[config.mk]
export PLATFORM = sky130hd
export DESIGN_NAME = hazard_stall_unit
export DESIGN_NICKNAME = d
export VERILOG_FILES = /design/src/rtl/hazard_stall_unit_pkg.sv /design/src/rtl/hazard_stall_unit_muldiv_busy_counter.sv /design/src/rtl/hazard_stall_unit.sv
export SDC_FILE = /design/constraint.sdc
export NUM_CORES = 1
export LEC_CHECK = 0
export ABC_CLOCK_PERIOD_IN_PS = 5530
export BUFFER_PORTS_ARGS = -buffer_cell sky130_fd_sc_hd__buf_2
export CAP_MARGIN = 20
export CORE_ASPECT_RATIO = 0.7
export CORE_MARGIN = 8
export CORE_UTILIZATION = 55
export CTS_CLUSTER_DIAMETER = 50
export DETAILED_ROUTE_END_ITERATION = 10
export PLACE_DENSITY = 0.84
export SLEW_MARGIN = 5
export SYNTH_ARGS = -nofsm -noshare
export SYNTH_HDL_FRONTEND = slang
export SYNTH_SLANG_ARGS = --single-unit
[constraint.sdc]
create_clock -name clk -period 5.53 [get_ports clk]
set_input_delay 0.553 -clock clk [delete_from_list [all_inputs] [get_ports clk]]
set_output_delay 0.553 -clock clk [all_outputs]
set_load 0.02 [all_outputs]
[src/rtl/hazard_stall_unit_pkg.sv]
// hazard_stall_unit_pkg
// Shared pipeline definitions for the hazard/stall controller:
//   - stall cause encodings reported on stall_cause
//   - the in-flight instruction tracker record {valid, wr, load, dest}
//   - a helper that tests an ID instruction's sources against a tracker
package hazard_stall_unit_pkg;

  typedef enum logic [1:0] {
    STALL_NONE    = 2'b00,
    STALL_LOADUSE = 2'b01,
    STALL_BRANCH  = 2'b10,
    STALL_MULDIV  = 2'b11
  } stall_cause_e;

  // Tracker destinations are stored at a fixed width so the record type can
  // live in the package; the top zero-extends its ADDR_W-wide addresses.
  // ADDR_W must not exceed this width.
  localparam int TRACK_ADDR_W = 8;

  // Mult/div occupancy counter width (MULDIV_LAT range 1..15).
  localparam int MULDIV_CNT_W = 4;

  typedef struct packed {
    logic                    valid;
    logic                    wr;
    logic                    load;
    logic [TRACK_ADDR_W-1:0] dest;
  } tracker_t;

  localparam tracker_t TRACKER_IDLE = '{valid: 1'b0, wr: 1'b0, load: 1'b0, dest: '0};

  // True when the tracked instruction writes a non-zero GPR that the ID
  // instruction actually reads on either source port.
  function automatic logic tracker_match(
    input tracker_t                trk,
    input logic                    uses_rs,
    input logic [TRACK_ADDR_W-1:0] rs,
    input logic                    uses_rt,
    input logic [TRACK_ADDR_W-1:0] rt
  );
    logic src_hit;
    src_hit = (uses_rs && (rs == trk.dest)) || (uses_rt && (rt == trk.dest));
    return trk.valid && trk.wr && (trk.dest != '0) && src_hit;
  endfunction

endpackage

[src/rtl/hazard_stall_unit_muldiv_busy_counter.sv]
// muldiv_busy_counter
// Tracks how many more cycles the multi-cycle mult/div unit owns HI/LO.
// Loaded with LAT when a mult/div leaves ID, then counts down to zero and
// holds there. busy is high while the count is non-zero.
//
// Ports:
//   clk   in   rising-edge clock
//   rst   in   asynchronous, active-high reset (count -> 0)
//   load  in   a mult/div is issuing this cycle
//   busy  out  count is non-zero
module muldiv_busy_counter
  import hazard_stall_unit_pkg::*;
#(
  parameter int LAT = 4
) (
  input  logic clk,
  input  logic rst,
  input  logic load,
  output logic busy
);

  localparam logic [MULDIV_CNT_W-1:0] LAT_CNT = MULDIV_CNT_W'(LAT);

  logic [MULDIV_CNT_W-1:0] cnt_q;

  always_ff @(posedge clk or posedge rst) begin
    if (rst) begin
      cnt_q <= '0;
    end else if (load) begin
      cnt_q <= LAT_CNT;
    end else if (cnt_q != '0) begin
      cnt_q <= cnt_q - 1'b1;
    end
  end

  assign busy = (cnt_q != '0);

endmodule

[src/rtl/hazard_stall_unit.sv]
// hazard_stall_unit
// Stall/flush controller for the 5-stage pipeline. Resolves the hazards the
// forwarding network cannot: load-use, branch operands needed in ID, and
// HI/LO access while mult/div is still running. A stall holds PC and IF/ID
// and injects a bubble into ID/EX; a taken branch that is not stalled
// flushes IF/ID.
//
// Ports:
//   clk, rst                 clock, asynchronous active-high reset
//   id_valid                 ID holds a real instruction
//   id_rs, id_rt             source register addresses
//   id_uses_rs, id_uses_rt   source is actually read
//   id_is_branch             branch / jump-register resolved in ID
//   id_reg_write             ID instruction writes a GPR
//   id_mem_read              ID instruction is a load
//   id_dest                  final destination register
//   id_is_muldiv             ID instruction starts mult/div
//   id_reads_hilo            ID instruction is mfhi/mflo
//   branch_taken             branch outcome computed in ID
//   pc_write, ifid_write     PC / IF/ID update enables
//   ifid_flush               zero IF/ID on next edge
//   idex_bubble              load NOP into ID/EX on next edge
//   stall_cause              00 none, 01 load-use, 10 branch, 11 muldiv
//   muldiv_busy              mult/div still owns HI/LO
module hazard_stall_unit
  import hazard_stall_unit_pkg::*;
#(
  parameter int ADDR_W     = 5,
  parameter int MULDIV_LAT = 4
) (
  input  logic              clk,
  input  logic              rst,
  input  logic              id_valid,
  input  logic [ADDR_W-1:0] id_rs,
  input  logic [ADDR_W-1:0] id_rt,
  input  logic              id_uses_rs,
  input  logic              id_uses_rt,
  input  logic              id_is_branch,
  input  logic              id_reg_write,
  input  logic              id_mem_read,
  input  logic [ADDR_W-1:0] id_dest,
  input  logic              id_is_muldiv,
  input  logic              id_reads_hilo,
  input  logic              branch_taken,
  output logic              pc_write,
  output logic              ifid_write,
  output logic              ifid_flush,
  output logic              idex_bubble,
  output logic [1:0]        stall_cause,
  output logic              muldiv_busy
);

  tracker_t ex_q;
  tracker_t mem_q;

  logic [TRACK_ADDR_W-1:0] rs_ext;
  logic [TRACK_ADDR_W-1:0] rt_ext;
  logic [TRACK_ADDR_W-1:0] dest_ext;

  logic match_ex;
  logic match_mem;
  logic load_use;
  logic br_haz;
  logic md_haz;
  logic stall;
  logic issue;

  stall_cause_e cause;

  assign rs_ext   = TRACK_ADDR_W'(id_rs);
  assign rt_ext   = TRACK_ADDR_W'(id_rt);
  assign dest_ext = TRACK_ADDR_W'(id_dest);

  assign match_ex  = tracker_match(ex_q,  id_uses_rs, rs_ext, id_uses_rt, rt_ext);
  assign match_mem = tracker_match(mem_q, id_uses_rs, rs_ext, id_uses_rt, rt_ext);

  // A load in EX cannot forward to anyone in time. A branch compares in ID,
  // so it also waits for an ALU result in EX, and for a load until it has
  // left MEM.
  assign load_use = id_valid && ex_q.load && match_ex;
  assign br_haz   = id_valid && id_is_branch && (match_ex || (mem_q.load && match_mem));
  assign md_haz   = id_valid && muldiv_busy && (id_reads_hilo || id_is_muldiv);

  assign stall = load_use || br_haz || md_haz;
  assign issue = id_valid && !stall;

  always_comb begin
    cause = STALL_NONE;
    if (load_use) begin
      cause = STALL_LOADUSE;
    end else if (br_haz) begin
      cause = STALL_BRANCH;
    end else if (md_haz) begin
      cause = STALL_MULDIV;
    end
  end

  assign pc_write    = !stall;
  assign ifid_write  = !stall;
  assign idex_bubble = stall;
  assign stall_cause = cause;
  // A stalled branch is re-evaluated when released, so no flush while held.
  assign ifid_flush  = id_valid && id_is_branch && branch_taken && !stall;

  always_ff @(posedge clk or posedge rst) begin
    if (rst) begin
      ex_q  <= TRACKER_IDLE;
      mem_q <= TRACKER_IDLE;
    end else begin
      mem_q <= ex_q;
      if (issue) begin
        ex_q <= '{valid: 1'b1, wr: id_reg_write, load: id_mem_read, dest: dest_ext};
      end else begin
        ex_q <= TRACKER_IDLE;
      end
    end
  end

  muldiv_busy_counter #(
    .LAT (MULDIV_LAT)
  ) u_muldiv_busy_counter (
    .clk  (clk),
    .rst  (rst),
    .load (issue && id_is_muldiv),
    .busy (muldiv_busy)
  );

endmodule
==> results of run 1 <==
## cells by family (layout without fill, tap and decap cells)
| kind of cell | Yosys count | in the layout | synth area share [%] |
|---|---|---|---|
| compound gates | 19 | 19 | 14.5 |
| xor+xnor | 21 | 21 | 14.6 |
| fa+ha+maj | 1 | 1 | 0.990 |
| buf+inv | 9 | 42 | 3.66 |
| flops | 20 | 20 | 39.6 |
| simple gates | 40 | 40 | 26.7 |
## critical path, delay by kind of cell, from the launching register on
kind	cells	cell delay, ns
and+or+nand+nor	3	1.41
DFF	1	0.47
xor gates and xnor gates	1	0.20
AOI/OAI and AO/OA	1	0.17
buffers and inverters	1	0.16
## layer usage
layer | vias up | wire [um] | track usage (%)
met5 | - | 0 | 0
met4 | 0 | 36 | 5.95
met3 | 4 | 202 | 5.58
met2 | 41 | 1550 | 26.6
met1 | 483 | 1350 | 19.9
li1 | 467 | - | -
## power groups by stage
stage	Sequential, mW	Combinational [mW]	Clock [mW]
after floorplan	0.197	0.137	0
after global placement	0.203	0.174	0
after detailed placement	0.207	0.184	0
after CTS	0.204	0.185	0.0868
after global routing	0.209	0.203	0.0936
final	0.205	0.186	0.0856
## state kept, by name, summed over array words and instances, names as in the netlist
| signal | cells |
|---|---|
| ex_q | 8 |
| mem_q | 8 |
| u_muldiv_busy_counter.cnt_q | 4 |
## metrics by stage
step	util [%]	instances	power, mW	instance area, um2
finish	68.7	175	0.477	1480
floorplan	-	110	0.334	1260
detailed placement	67.0	171	0.391	1440
global route	68.7	175	0.506	1480
CTS	68.7	175	0.476	1480
global placement	67.0	171	0.377	1440
## Yosys cell counts (2+ instances only)
master / n
or3_1: 2
xor2_1: 17
inv_1: 5
o211ai_1: 2
o21ai_0: 3
nor4b_2: 2
xnor2_1: 4
or4_1: 2
nor4_2: 7
nor4_4: 2
nor4_1: 3
o21bai_1: 2
nor2_1: 3
and2_1: 2
dfrtp_1: 20
o32a_1: 2
nor3_1: 2
nand2_1: 9
## layout make-up
cell class | count | area [um2]
multi-input cells | 81 | 717
fillers | 184 | 674
flip-flops and latches | 20 | 500
repair buffers | 33 | 168
well taps | 32 | 40.0
clock buffers | 4 | 36.3
inverters | 5 | 18.8
## final timing paths
| check | to | cells past startpoint |
|---|---|---|
| setup / recovery | idex_bubble | 6 |
| setup reg to reg | ex_q[0] | 5 |
| hold / removal | mem_q[10] | 2 |
| hold reg to reg | mem_q[9] | 0 |
| min in group clk | mem_q[9] | 0 |
| max in group asynchronous | mem_q[1] | 2 |
==> reports/qor.csv, run 1 <==
metric;value;unit
Clk Latency, worst-skew pair;0.31;ns
CP Launch Point;ex_q[1];
Slew @ Worst Pin;0.989;ns
Leak Pwr;0.686;nW
detailed router's first-iteration violation count;58;
GRT Overall Usage;16.6;%
post-synthesis cell area;1260;um2
H-tree Lvls;1;
arrival time at the worst endpoint;2.71;ns
kind of critical path;flop to output pin;
max incr delay on CP;0.83;ns
Setup WS post-layout;2.27;ns
Yosys top cell by area;dfrtp_1;
die height;56.1;um
Detail Placement HPWL;2490;um
Logic pwr share;39.0;%
ys flop type;dfrtp_1;
vias per cell;5.69;
CORE AREA;2150;um2
switch share;38.0;%
Hold Violations, Final;0;
MaxCap Viol Count;0;
CP endpoint kind;output pin;
die area;4110;um2
RR Startpoint;ex_q[1];
hold_ws;0.357;ns
via count;995;
slowest CP cell;nor3_2;
first-pass GRT wire length;5280;um
maximum VDD drop;142;uV
nets;171;
Power Dens Cells;322;nW/um2
Final setup viols;0;
internal power;296;uW
most frequent cells in the layout;32 x buf_2, 20 x dfrtp_1, 17 x xor2_1;
Ant. Diodes;0;
Slew Limit Fails;0;
Clock Skew;0.0130;ns
setup_tns;0;ns
total grt overflow;0;
clk buf depth;2;
GPL Wtd Cong;0.868;
cts-stage hold buffer count;0;
top-area cell type share of the netlist area;39.6;%
clock sink count;20;
drt wl/cell;17.9;um
f_max;306;MHz
initial antenna violation count;0;
detailed-route DRC error count;0;
Routed WL;3130;um
Root Buffer Master;clkbuf_4;
CTS resizes;0;
Area contributors post-synth;dfrtp_1 40%, xor2_1 12%, nor4_2 6.9%;
pin count of the biggest net entering global routing;21;
layout cells sized above 1;38.5;%
post-place setup slack;2.43;ns
register area share after synthesis;39.6;%
minimum clock period;3.26;ns
Final Cycle Share;59.0;%
Reg power frac;43.0;%
Setup crit start kind;flop;
EDFF count, synth;0;
Post-Syn Nets;137;
Psw;181;uW
critical-path cell list;xor2_1, nor4_2, a32oi_4, nor3_2, or3_1, buf_2;
hold crit path type;input port to asynchronous set/reset pin;
# rows;14;
Area Overhead vs Synth;17.1;%
RSZ-0062 raised after global routing;false;
status;complete, no violations;
setup bufs post-CTS;0;
Synth Register Bits;20;
Async SR Flop Fraction;100;%
Syn Inst Count;110;
CTS clk-pin slew, worst paths;0.12;ns
Synth Warn #;0;
io pins;33;
CTS Buf Count;3;
clock share of power;17.9;%
Crit Path Max Fanout;12;
worst relative slew slack;33.7;%
Critical Path RT;4.98;ns
vias in the first global route;1037;
leading cell type in the layout, fill and taps excluded;buf_2;
PortBufs;32;
CTS tree;yes;
Pre-Repair DR Iteration Count;4;
initial cell density of the core;58.7;%
chip width;73.3;um
syn avg cell area;11.5;um2
Routed Antenna Nets;0;
Netlist cell types;39;
reg-to-reg slack, setup;3.18;ns
Note: power is estimated with default switching activity, not from simulation.
==> run 2: changes to the inputs <==
- ABC_CLOCK_PERIOD_IN_PS: 5530 -> 3100
- CORE_UTILIZATION: 55 -> 52
- PLACE_DENSITY: 0.84 -> 0.8
- clock period: 5.53 -> 3.1 ns (I/O delays scaled with it)
==> run 2 against run 1 <==
First-iteration DRC count is 21% higher. Critical path type unchanged. Critical endpoint unchanged. Register-to-register slack worse by 2.1 ns. Final area is 0.25% higher. Largest power group unchanged.
==> reports/qor.csv, run 2 (same netlist as run 1, synthesis figures left out) <==
metric;value;unit;change
Critical Path RT;2.79;ns;was 4.98 ns
total power;807;uW;was 477 uW
Psw;299;uW;was 181 uW
drt wl/cell;14.9;um;was 17.9 um
Finished Cell Area;1480;um2;about the same
arrival time at the worst endpoint;2.37;ns;was 2.71 ns
Reg power frac;44.5;%;was 43.0%
vias per cell;5.39;;was 5.69
Crit Path Max Fanout;12;;unchanged
Critical R2R Capture;u_muldiv_busy_counter.cnt_q[2];;was ex_q[0]
die area;4290;um2;was 4110 um2
reg-to-reg slack, setup;1.13;ns;was 3.18 ns
initial antenna violation count;0;;unchanged
Largest regs;ex_q x8, mem_q x8, u_muldiv_busy_counter.cnt_q x4;;unchanged
initial cell density of the core;53.0;%;was 58.7%
kind of critical path;flop to output pin;;unchanged
total grt overflow;0;;unchanged
CTS clk-pin slew, worst paths;0.11;ns;was 0.12 ns
Detail Placement HPWL;2160;um;was 2490 um
Hold Violations, Final;0;;unchanged
leading cell type in the layout, fill and taps excluded;buf_2;;unchanged
CTS tree;yes;;unchanged
H-tree Lvls;1;;unchanged
nets;173;;was 171
status;complete, no violations;;unchanged
clk buf depth;2;;unchanged
pin count of the biggest net entering global routing;21;;unchanged
Setup crit start kind;flop;;unchanged
Power Dens Cells;544;nW/um2;was 322 nW/um2
CTS resizes;0;;unchanged
io pins;33;;unchanged
Routed Antenna Nets;0;;unchanged
Routed WL;2650;um;was 3130 um
vias in the first global route;970;;was 1037
clock sink count;20;;unchanged
cts-stage hold buffer count;0;;unchanged
Clock Skew;0.00553;ns;was 0.0130 ns
RSZ-0062 raised after global routing;false;;unchanged
# rows;15;;was 14
Final Cycle Share;86.3;%;
minimum clock period;2.68;ns;
switch share;37.1;%;was 38.0%
Pre-Repair DR Iteration Count;4;;unchanged
detailed router's first-iteration violation count;70;;was 58
layout cells sized above 1;38.9;%;was 38.5%
CORE AREA;2380;um2;was 2150 um2
maximum VDD drop;341;uV;was 142 uV
Ant. Diodes;0;;unchanged
clock share of power;14.9;%;was 17.9%
hold crit path type;input port to asynchronous set/reset pin;;unchanged
Root Buffer Master;clkbuf_4;;unchanged
Leak Pwr;0.690;nW;was 0.686 nW
RR Startpoint;ex_q[4];;was ex_q[1]
via count;960;;was 995
chip width;74.9;um;was 73.3 um
detailed-route DRC error count;0;;unchanged
PortBufs;32;;unchanged
worst relative slew slack;50.7;%;was 33.7%
Final setup viols;0;;unchanged
GPL Wtd Cong;0.911;;was 0.868
worst reg2reg path depth;5;;unchanged
setup_tns;0;ns;unchanged
CP endpoint kind;output pin;;unchanged
f_max;374;MHz;
Slew Limit Fails;0;;unchanged
CTS Buf Count;3;;unchanged
Clk Latency, worst-skew pair;0.30;ns;was 0.31 ns
die height;57.2;um;was 56.1 um
Logic pwr share;40.6;%;was 39.0%
MaxCap Viol Count;0;;unchanged
Slew @ Worst Pin;0.738;ns;was 0.989 ns
GRT Overall Usage;14.3;%;was 16.6%
Area Overhead vs Synth;17.4;%;was 17.1%
setup bufs post-CTS;0;;unchanged
internal power;508;uW;was 296 uW
most frequent cells in the layout;32 x buf_2, 20 x dfrtp_1, 17 x xor2_1;;unchanged
first-pass GRT wire length;4750;um;was 5280 um
Post-Place Cell Area;1460;um2;was 1440 um2
[run 2: power by group through the flow]
stage	Combinational (mW)	Sequential, mW	Clock, mW
2_1_floorplan	0.245	0.351	0
3_5_place_dp	0.331	0.364	0
5_1_grt	0.364	0.367	0.133
6_report	0.328	0.359	0.120
4_1_cts	0.332	0.358	0.124
3_3_place_gp	0.322	0.363	0
[run 2: layer usage]
metal	GRT usage (%)	vias to the layer above	part of all wire (%)
li1	-	470	-
met1	19.6	450	46
met2	20.9	38	47
met3	3.67	2	6.3
met4	5.00	0	1.0
met5	0	-	0
[run 2: final cells by class]
cell class / instances / area [um2]
Clock buffer: 3 / 22.5
Fill cell: 195 / 900
Inverter: 5 / 18.8
Multi-Input combinational cell: 81 / 717
Sequential cell: 20 / 500
Tap cell: 34 / 42.5
Timing Repair Buffer: 35 / 183
[run 2: per-stage QoR]
step | hold slack (ns) | std cells | util, % | setup WS, ns
after global routing | 0.186 | 178 | 62.3 | 0.312
after global placement | 0.414 | 175 | 61.3 | 0.790
after floorplan | 0.274 | 110 | - | 0.523
after CTS | 0.136 | 178 | 62.3 | 0.404
after detailed placement | 0.427 | 175 | 61.3 | 0.748
final | 0.117 | 178 | 62.3 | 0.423
[run 2: worst max-delay path by stage]
stage                       start     endpoint  slack [ns]  depth (start not counted)
after floorplan           ex_q[2]     pc_write        0.52                          6
after CTS                 ex_q[2]  idex_bubble        0.40                          6
after global placement    ex_q[2]  idex_bubble        0.79                          6
final                     ex_q[2]  idex_bubble        0.42                          6
after detailed placement  ex_q[2]  idex_bubble        0.75                          6
after global routing      ex_q[2]  idex_bubble        0.31                          6
[run 2: worst max-delay path, cell delays in order (launching register included)]
cell and delay (ns):
dfrtp_1 0.44, or4_4 0.56, o211ai_4 0.31, nor3_2 0.06, buf_4 0.20, or3_1 0.34, buf_2 0.16
==> run 3: changes to the inputs <==
==> constraint.sdc (replaced) <==
create_clock -name clk -period 3.1 [get_ports clk]
set_input_delay 0.155 -clock clk [delete_from_list [all_inputs] [get_ports clk]]
set_output_delay 0.155 -clock clk [all_outputs]
set_load 0.02 [all_outputs]
==> run 3 against run 2 <==
Core utilization increased by 1.4 points. Register-to-register slack got worse by 0.14 ns. Sequential power about the same. Non-clock buffer count unchanged. Critical path depth increased by 1. Worst setup slack improved by 0.19 ns. Combinational power decreased by 2%. Die area unchanged. Clock-buffer cell count unchanged. Final area increased by 2.2%. Global-route usage increased by 0.16 points.
==> reports/qor.csv, run 3 (same netlist as run 1, synthesis figures left out) <==
metric;value;unit;change
Root Buffer Master;clkbuf_4;;unchanged
GPL Wtd Cong;0.928;;was 0.911
layout cells sized above 1;38.6;%;was 38.9%
cts-stage hold buffer count;1;;was 0
Slew Limit Fails;0;;unchanged
Final setup viols;0;;unchanged
RR Startpoint;ex_q[2];;was ex_q[4]
worst relative slew slack;51.6;%;was 50.7%
pin count of the biggest net entering global routing;21;;unchanged
nets;173;;unchanged
vias per cell;5.49;;was 5.39
hold crit path type;input port to flop;;was input port to asynchronous set/reset pin
CTS resizes;0;;unchanged
chip width;74.9;um;unchanged
MaxCap Viol Count;0;;unchanged
Power Dens Cells;590;nW/um2;was 544 nW/um2
Largest regs;ex_q x8, mem_q x8, u_muldiv_busy_counter.cnt_q x4;;unchanged
Post-Place Cell Area;1450;um2;was 1460 um2
total grt overflow;0;;unchanged
detailed router's first-iteration violation count;62;;was 70
Sequential Area;500;um2;unchanged
detailed-route DRC error count;0;;unchanged
Hold Path Origin;id_dest[0];;
vias in the first global route;1062;;was 970
Critical Path RT;2.94;ns;was 2.79 ns
worst reg2reg path depth;6;;was 5
Slew @ Worst Pin;0.725;ns;was 0.738 ns
Crit Path Max Fanout;12;;unchanged
die height;57.2;um;unchanged
CTS clk-pin slew, worst paths;0.12;ns;was 0.11 ns
Final Cycle Share;80.3;%;was 86.3%
f_max;402;MHz;was 374 MHz
final core utilization;63.6;%;was 62.3%
max incr delay on CP;0.42;ns;was 0.56 ns
GRT Overall Usage;14.5;%;was 14.3%
fillers;199;;was 195
CTS Buf Count;3;;unchanged
Leak Pwr;0.703;nW;was 0.690 nW
PortBufs;32;;unchanged
clk buf depth;2;;unchanged
area of the multi-input gates;717;um2;unchanged
arrival time at the worst endpoint;2.34;ns;was 2.37 ns
Routed Antenna Nets;0;;unchanged
minimum clock period;2.49;ns;was 2.68 ns
Worst Hold Depth;3;;
first-pass GRT wire length;4860;um;was 4750 um
Detail Placement HPWL;2290;um;was 2160 um
CTS tree;yes;;unchanged
Ant. Diodes;0;;unchanged
critical-path cell list;inv_1, ha_1, nor3b_2, o22ai_1, buf_4, or3_1, buf_2;;was or4_4, o211ai_4, nor3_2, buf_4, or3_1, buf_2
Critical R2R Capture;ex_q[0];;was u_muldiv_busy_counter.cnt_q[2]
maximum VDD drop;269;uV;was 341 uV
setup bufs post-CTS;0;;unchanged
initial antenna violation count;0;;unchanged
CP endpoint kind;output pin;;unchanged
Routed WL;2850;um;was 2650 um
H-tree Lvls;1;;unchanged
io pins;33;;unchanged
initial cell density of the core;53.0;%;unchanged
Pre-Repair DR Iteration Count;4;;unchanged
drt wl/cell;15.9;um;was 14.9 um
# rows;15;;unchanged
Hold Path Sink;ex_q[0];;
CORE AREA;2380;um2;unchanged
leading cell type in the layout, fill and taps excluded;buf_2;;unchanged
via count;983;;was 960
Top delay family on crit path;simple AND/OR/NAND/NOR gates;;unchanged
setup_tns;0;ns;unchanged
Hold Violations, Final;0;;unchanged
reg-to-reg slack, setup;0.99;ns;was 1.13 ns
kind of critical path;flop to output pin;;unchanged
clock sink count;20;;unchanged
status;complete, no violations;;unchanged
critical path buffer and inverter count;3;;was 2
Clock Skew;0.00921;ns;was 0.00553 ns
Clk Latency, worst-skew pair;0.31;ns;was 0.30 ns
RSZ-0062 raised after global routing;false;;unchanged
Setup crit start kind;flop;;unchanged
Finished Cell Area;1520;um2;was 1480 um2
slowest CP cell;dfrtp_1;;was or4_4
most frequent cells in the layout;32 x buf_2, 20 x dfrtp_1, 17 x xor2_1;;unchanged
Area Overhead vs Synth;20.0;%;was 17.4%
hold_ws;0.0653;ns;was 0.117 ns
die area;4290;um2;unchanged
## run 3: where the power goes
part           leakage, nW  internal, mW  total [mW]  switching (mW)
sequential           0.260         0.307       0.360          0.0528
clock               0.0279         0.131       0.213          0.0826
combinational        0.415         0.148       0.321           0.173
total                0.703         0.587       0.895           0.308
## run 3: worst max path at each step
stage / cells past startpoint / endpoint / from
5_1_grt: 7 / idex_bubble / u_muldiv_busy_counter.cnt_q[0]
3_3_place_gp: 7 / idex_bubble / u_muldiv_busy_counter.cnt_q[0]
3_5_place_dp: 6 / stall_cause[1] / ex_q[2]
4_1_cts: 6 / stall_cause[1] / ex_q[2]
6_report: 7 / idex_bubble / u_muldiv_busy_counter.cnt_q[0]
2_1_floorplan: 6 / pc_write / ex_q[2]
## run 3: worst min-delay path, delay by kind of cell
kind,cells,cell delay [ns]
simple gates,2,0.09
buf+inv,1,0.10
## run 3: area by class of cell
class / count / share of cell area (%)
Multi-Input combinational cell: 81 / 47.3
Sequential cell: 20 / 33.0
Timing Repair Buffer: 35 / 12.2
Tap cell: 34 / 2.81
Clock inverter: 1 / 1.98
Clock buffer: 3 / 1.49
Inverter: 5 / 1.24
## run 3: metal layers
layer / part of all wire [%] / global-route usage [%] / up-vias
met5: 0 / 0 / -
met4: 1.5 / 5.28 / 0
met3: 6.4 / 4.55 / 6
met2: 49 / 22.4 / 34
met1: 43 / 18.2 / 471
li1: - / - / 472
## run 3: through the flow
stage | total power, mW | setup WS (ns) | cells
after CTS | 0.900 | 0.577 | 179
final | 0.895 | 0.610 | 179
after floorplan | 0.596 | 0.678 | 110
after global placement | 0.671 | 1.00 | 174
after global routing | 0.954 | 0.403 | 179
after detailed placement | 0.686 | 0.937 | 174
